$ cat config.mk
export PLATFORM = sky130hd
export DESIGN_NAME = cdce_serial_shifter
export DESIGN_NICKNAME = d
export VERILOG_FILES = /design/src/rtl/cdce_pkg.sv /design/src/rtl/cdce_sclk_divider.sv /design/src/rtl/cdce_serial_shifter.sv
export SDC_FILE = /design/constraint.sdc
export NUM_CORES = 1
export LEC_CHECK = 0
export CORE_ASPECT_RATIO = 1.75
export CORE_UTILIZATION = 59
export DETAILED_ROUTE_END_ITERATION = 8
export DONT_BUFFER_PORTS = 1
export PLACE_DENSITY = 0.83
export SYNTH_ARGS = -nofsm -noshare
export SYNTH_HDL_FRONTEND = slang
export SYNTH_SLANG_ARGS = --single-unit
$ cat constraint.sdc
create_clock -name clk -period 2.6 [get_ports clk]
set_clock_uncertainty 0.15 [all_clocks]
set_input_delay 0.26 -clock clk [delete_from_list [all_inputs] [get_ports clk]]
set_output_delay 0.26 -clock clk [all_outputs]
set_load 0.01 [all_outputs]
$ cat src/rtl/cdce_pkg.sv
// Shared CDCE definitions: frame constants used by the command controller, command ROM
// and serial shifter, plus the serial shifter's state encoding.
package cdce_pkg;

    localparam int CDCE_DATA_WIDTH = 20;
    localparam int CDCE_CLK_DIV    = 4;
    localparam int CDCE_CS_GAP     = 4;

    typedef enum logic [2:0] {
        ST_IDLE     = 3'd0,
        ST_SHIFT_LO = 3'd1,
        ST_SHIFT_HI = 3'd2,
        ST_HOLD     = 3'd3,
        ST_GAP      = 3'd4
    } state_t;

    // Cycles serial_ready stays low for one frame.
    function automatic int frame_busy_cycles(input int dw, input int cd, input int gap);
        return 2 * cd * dw + cd + gap;
    endfunction

endpackage

$ cat src/rtl/cdce_sclk_divider.sv
// Half-period tick generator for the CDCE serial clock; a synchronous clear restarts the
// phase so every frame starts with a full low half-period.
module cdce_sclk_divider #(
    parameter int CLK_DIV = 4
) (
    input  logic clk,
    input  logic reset,
    input  logic clear_i,
    output logic tick_o
);

    localparam int             CW   = $clog2(CLK_DIV) + 1;
    localparam logic [CW-1:0]  TERM = CW'(CLK_DIV - 1);

    logic [CW-1:0] cnt_q, cnt_d;

    always_comb begin
        if (clear_i || (cnt_q == TERM)) begin
            cnt_d = '0;
        end else begin
            cnt_d = cnt_q + 1'b1;
        end
    end

    // NOTE: sequential state is written with non-blocking assignments so every register
    // samples the pre-edge values of its peers.
    always_ff @(posedge clk or posedge reset) begin
        if (reset) begin
            cnt_q <= '0;
        end else begin
            cnt_q <= cnt_d;
        end
    end

    assign tick_o = (cnt_q == TERM);

endmodule

$ cat src/rtl/cdce_serial_shifter.sv
// Serial output stage: shifts one command word MSB-first onto the CDCE 3-wire bus
// (sclk / sdata / cs_n) per accepted start, and paces the controller via serial_ready.
module cdce_serial_shifter
    import cdce_pkg::*;
#(
    parameter int DATA_WIDTH = CDCE_DATA_WIDTH,
    parameter int CLK_DIV    = CDCE_CLK_DIV,
    parameter int CS_GAP     = CDCE_CS_GAP
) (
    input  logic                  clk,
    input  logic                  reset,
    input  logic                  start_transaction,
    input  logic [DATA_WIDTH-1:0] command,
    output logic                  serial_ready,
    output logic                  sclk,
    output logic                  sdata,
    output logic                  cs_n,
    output logic                  transaction_done
);

    localparam int                BIT_W    = (DATA_WIDTH > 1) ? $clog2(DATA_WIDTH) : 1;
    localparam int                GAP_W    = $clog2(CS_GAP) + 1;
    localparam logic [BIT_W-1:0]  BIT_LAST = BIT_W'(DATA_WIDTH - 1);
    localparam logic [GAP_W-1:0]  GAP_TERM = GAP_W'(CS_GAP - 1);

    state_t                  state_q, state_d;
    logic [DATA_WIDTH-1:0]   shift_q, shift_d;
    logic [BIT_W-1:0]        bit_cnt_q, bit_cnt_d;
    logic [GAP_W-1:0]        gap_cnt_q, gap_cnt_d;
    logic                    ready_q, ready_d;
    logic                    sclk_q, sclk_d;
    logic                    sdata_q, sdata_d;
    logic                    cs_n_q, cs_n_d;
    logic                    done_q, done_d;
    logic                    div_clear;
    logic                    div_tick;

    // Divider is held cleared while idle so the first low half-period is always full length.
    assign div_clear = (state_q == ST_IDLE);

    cdce_sclk_divider #(
        .CLK_DIV (CLK_DIV)
    ) u_div (
        .clk     (clk),
        .reset   (reset),
        .clear_i (div_clear),
        .tick_o  (div_tick)
    );

    always_ff @(posedge clk or posedge reset) begin
        if (reset) begin
            state_q <= ST_IDLE;
        end else begin
            state_q <= state_d;
        end
    end

    always_comb begin
        state_d = state_q;
        unique case (state_q)
            ST_IDLE:     if (start_transaction) state_d = ST_SHIFT_LO;
            ST_SHIFT_LO: if (div_tick) state_d = ST_SHIFT_HI;
            ST_SHIFT_HI: if (div_tick) state_d = (bit_cnt_q != '0) ? ST_SHIFT_LO : ST_HOLD;
            ST_HOLD:     if (div_tick) state_d = ST_GAP;
            ST_GAP:      if (gap_cnt_q == GAP_TERM) state_d = ST_IDLE;
            default:     state_d = ST_IDLE;
        endcase
    end

    always_comb begin
        // NOTE: every target gets a hold or default value first, so no branch infers a latch.
        shift_d   = shift_q;
        bit_cnt_d = bit_cnt_q;
        gap_cnt_d = '0;
        ready_d   = ready_q;
        sclk_d    = sclk_q;
        sdata_d   = sdata_q;
        cs_n_d    = cs_n_q;
        done_d    = 1'b0;
        unique case (state_q)
            ST_IDLE: begin
                if (start_transaction) begin
                    shift_d   = command;
                    bit_cnt_d = BIT_LAST;
                    ready_d   = 1'b0;
                    cs_n_d    = 1'b0;
                    sclk_d    = 1'b0;
                    sdata_d   = command[DATA_WIDTH-1];
                end
            end
            ST_SHIFT_LO: begin
                if (div_tick) sclk_d = 1'b1;
            end
            ST_SHIFT_HI: begin
                // Next bit goes out together with the sclk falling edge.
                if (div_tick) begin
                    sclk_d = 1'b0;
                    if (bit_cnt_q != '0) begin
                        bit_cnt_d = bit_cnt_q - 1'b1;
                        shift_d   = shift_q << 1;
                        sdata_d   = shift_q[DATA_WIDTH-2];
                    end
                end
            end
            ST_HOLD: begin
                if (div_tick) begin
                    cs_n_d  = 1'b1;
                    sdata_d = 1'b0;
                end
            end
            ST_GAP: begin
                if (gap_cnt_q == GAP_TERM) begin
                    ready_d = 1'b1;
                    done_d  = 1'b1;
                end else begin
                    gap_cnt_d = gap_cnt_q + 1'b1;
                end
            end
            default: begin
                ready_d = 1'b1;
                cs_n_d  = 1'b1;
                sclk_d  = 1'b0;
                sdata_d = 1'b0;
            end
        endcase
    end

    // NOTE: the shift register is a handful of flops, not a memory, so it is reset with the
    // rest of the datapath; an aborted frame leaves nothing behind.
    always_ff @(posedge clk or posedge reset) begin
        if (reset) begin
            shift_q   <= '0;
            bit_cnt_q <= '0;
            gap_cnt_q <= '0;
            ready_q   <= 1'b1;
            sclk_q    <= 1'b0;
            sdata_q   <= 1'b0;
            cs_n_q    <= 1'b1;
            done_q    <= 1'b0;
        end else begin
            shift_q   <= shift_d;
            bit_cnt_q <= bit_cnt_d;
            gap_cnt_q <= gap_cnt_d;
            ready_q   <= ready_d;
            sclk_q    <= sclk_d;
            sdata_q   <= sdata_d;
            cs_n_q    <= cs_n_d;
            done_q    <= done_d;
        end
    end

    assign serial_ready     = ready_q;
    assign sclk             = sclk_q;
    assign sdata            = sdata_q;
    assign cs_n             = cs_n_q;
    assign transaction_done = done_q;

endmodule

==> results.json <==
{
  "mostFrequentLayoutCells": "dfrtp_1 (36), nor2_1 (29), a21oi_1 (11), o22ai_2 (10), a21oi_2 (10)",
  "max-slew-margin-rel_pct": 50.1,
  "ios": 28,
  "cts_made_buffers": 5,
  "status": "finished clean",
  "combPwrFrac_pct": 40.9,
  "regArea_sq_um": 953,
  "setup_viol": 0,
  "path_clk_slew_ps": 70,
  "cp.required_ps": 2640,
  "dr.pass1.iters": 4,
  "drive_gt1_share_pct": 20.8,
  "hpwl_um": 2590,
  "tightest_slew_ps": 747,
  "synth.net_count": 207,
  "p_int_mw": 1.46,
  "first_iter_violations": 22,
  "clock-sinks": 38,
  "hp-start": "command[3]",
  "grt_antenna_before_repair": 0,
  "viasPerCell": 6.00,
  "final_common_cell": "dfrtp_1",
  "cts_root_buf": "clkbuf_8",
  "startpoint": "u_div.cnt_q[0]$_DFF_PP0_",
  "rrSetupSlack_ps": 450,
  "clock_latency_ps": 290,
  "leakagePower_nw": 0.838,
  "fin_nets": 209,
  "die_area_sq_mm": 0.00352,
  "fillers": 265,
  "rsz0062_at_grt": "no",
  "portBuffers": 0,
  "yosys_warnings": 0,
  "synth_area_per_cell_sq_um": 10.8,
  "area_growth_pct": 5.37,
  "antenna_cells": 0,
  "finalHoldViolations": 0,
  "ys_seq_area_share_pct": 49.3,
  "grt_max_degree": 26,
  "drv_cap": 0,
  "worstSetupStartpointType": "flop",
  "irDropWorstVdd_v": 0.000672,
  "multi_input_area_sq_um": 862,
  "initial_core_util_pct": 61.6,
  "cts_tree": "built",
  "synth_cells": 180,
  "die_h_um": 77.8,
  "post_dp_cell_area_sq_mm": 0.00193,
  "power_frac_clock_pct": 15.6,
  "slew_viol_final": 0,
  "pwr-share-seq_pct": 43.5,
  "critPathKind": "reg2reg",
  "synth_cell_types": 45,
  "grt_usage_pct": 23.5,
  "drc": 0,
  "fin_crit_sh_pct": 82.7,
  "die-width_um": 45.3,
  "arrival_ps": 2190,
  "rows": 27,
  "vias": 1355,
  "timing.rr.start": "u_div.cnt_q[0]$_DFF_PP0_",
  "utilization_pct": 64.9,
  "postLayoutCellArea_sq_mm": 0.00204,
  "clock_path_buffers": 2,
  "endpoint_kind": "flop",
  "ant_nets": 0,
  "max_freq_mhz": 465,
  "grt_pass1_wl_um": 6050,
  "min_period_ps": 2150,
  "ys_ff_latch": 38,
  "cts_resized": 0,
  "critPathMaxFanout": 19,
  "h-tree-depth": 2,
  "gr-total-overflow": 0,
  "wire_per_inst_um": 16.0,
  "switching_share_pct": 39.9,
  "power_switching_uw": 970,
  "powerDensity_mw_per_mm2": 1190,
  "gp_congestion": 0.833,
  "coreArea_sq_mm": 0.00314,
  "grt_pass1_vias": 1401,
  "fin_setup_tns_ps": 0,
  "syn_area_sq_mm": 0.00194,
  "min_path_type": "in2reg",
  "totalWireLength_um": 3620
}
## sequential cells by signal (all words and copies together) (netlist names)
| signal | count |
|---|---|
| bit_cnt_q | 5 |
| cs_n | 1 |
| gap_cnt_q | 3 |
| sclk | 1 |
| sdata | 1 |
| serial_ready | 1 |
| shift_q | 19 |
| state_q | 3 |
| transaction_done | 1 |
| u_div.cnt_q | 3 |
## logic make-up (layout without fill, tap and decap cells)
logic type               count (synthesis)  after routing  share of synthesized area (%)
AND/OR/NAND/NOR                         62             62                           17.4
AO/OA/AOI/OAI                           54             54                           22.8
flip-flops                              38             38                           49.3
buffers and inverters                   19             22                           6.21
adder cells (fa/ha/maj)                  4              4                           2.59
multiplexers                             3              3                           1.81
## stage by stage
stage	total power, mW	instances	setup WS (ps)	hold slack (ps)
final	2.43	226	451	47.9
after global routing	2.62	226	270	51.8
after floorplan	1.93	180	630	160
after detailed placement	2.06	215	471	173
after CTS	2.45	226	450	47.8
after global placement	1.99	215	538	153
## synth_stat cells, drive strengths merged
| library cell | n | share of area [%] |
|---|---|---|
| a211oi | 2 | 1.4 |
| a21o | 1 | 0.39 |
| a21oi | 21 | 7.4 |
| a22oi | 1 | 0.39 |
| a2bb2oi | 1 | 0.45 |
| a311oi | 1 | 0.45 |
| a31oi | 1 | 0.32 |
| and2 | 1 | 0.32 |
| and2b | 1 | 0.39 |
| and3 | 2 | 0.65 |
| buf | 10 | 4.5 |
| clkbuf | 3 | 0.58 |
| dfrtp | 36 | 47 |
| dfstp | 2 | 2.7 |
| ha | 4 | 2.6 |
| inv | 6 | 1.2 |
| mux2 | 1 | 0.58 |
| mux2i | 2 | 1.2 |
| nand2 | 5 | 0.97 |
| nand2b | 4 | 1.3 |
| nand3 | 4 | 1.0 |
| nand3b | 3 | 1.2 |
| nand4b | 1 | 0.45 |
| nor2 | 30 | 6.2 |
| nor2b | 1 | 0.32 |
| nor3 | 2 | 0.52 |
| nor3b | 3 | 1.4 |
| nor4b | 2 | 1.7 |
| o21a | 2 | 0.78 |
| o21ai | 5 | 1.3 |
| o22ai | 18 | 9.0 |
| o41ai | 1 | 0.84 |
| or2 | 2 | 0.65 |
| or3 | 1 | 0.32 |
## worst max-delay path, cell delays in order (launching register included)
cell	delay [ps]
dfrtp_1	350
ha_1	160
ha_1	390
mux2i_2	210
nor2_4	470
nand3b_1	130
a21o_1	200
## layer usage
metal | global-route usage (%) | part of all wire, % | up-vias
li1 | - | - | 638
met1 | 24.4 | 38 | 679
met2 | 41.9 | 55 | 34
met3 | 6.28 | 5.1 | 4
met4 | 10.0 | 1.5 | 0
met5 | 0 | 0 | -
## final timing paths
kind | endpoint | cells past startpoint
max in group asynchronous | serial_ready$_DFFE_PP1P_ | 3
min in group asynchronous | shift_q[2]$_DFFE_PP0P_ | 2
hold / removal | shift_q[3]$_DFFE_PP0P_ | 2
setup / recovery | bit_cnt_q[4]$_DFFE_PP0P_ | 6
setup reg to reg | bit_cnt_q[4]$_DFFE_PP0P_ | 6
hold reg to reg | u_div.cnt_q[0]$_DFF_PP0_ | 1
## cell type report
| class | count | area share [%] |
|---|---|---|
| repair buffers | 8 | 3.31 |
| clock buffers | 8 | 3.93 |
| inverters | 6 | 1.10 |
| multi-input cells | 123 | 42.3 |
| well taps | 43 | 2.64 |
| flip-flops and latches | 38 | 46.7 |
## what timing repair did
| item | 4_1_cts | 5_1_grt |
|---|---|---|
| hold buffers | 3 | 0 |
| hold endpoints to repair | 21 | 0 |
| setup buffers | 0 | 0 |
## power by group through the flow
stage	registers, mW	clock network (mW)	logic, mW
after detailed placement	1.06	0	0.996
final	1.06	0.380	0.992
after global placement	1.04	0	0.947
after global routing	1.08	0.419	1.12
after floorplan	0.975	0	0.957
after CTS	1.05	0.390	1.00
Note: power is estimated with default switching activity, not from simulation.
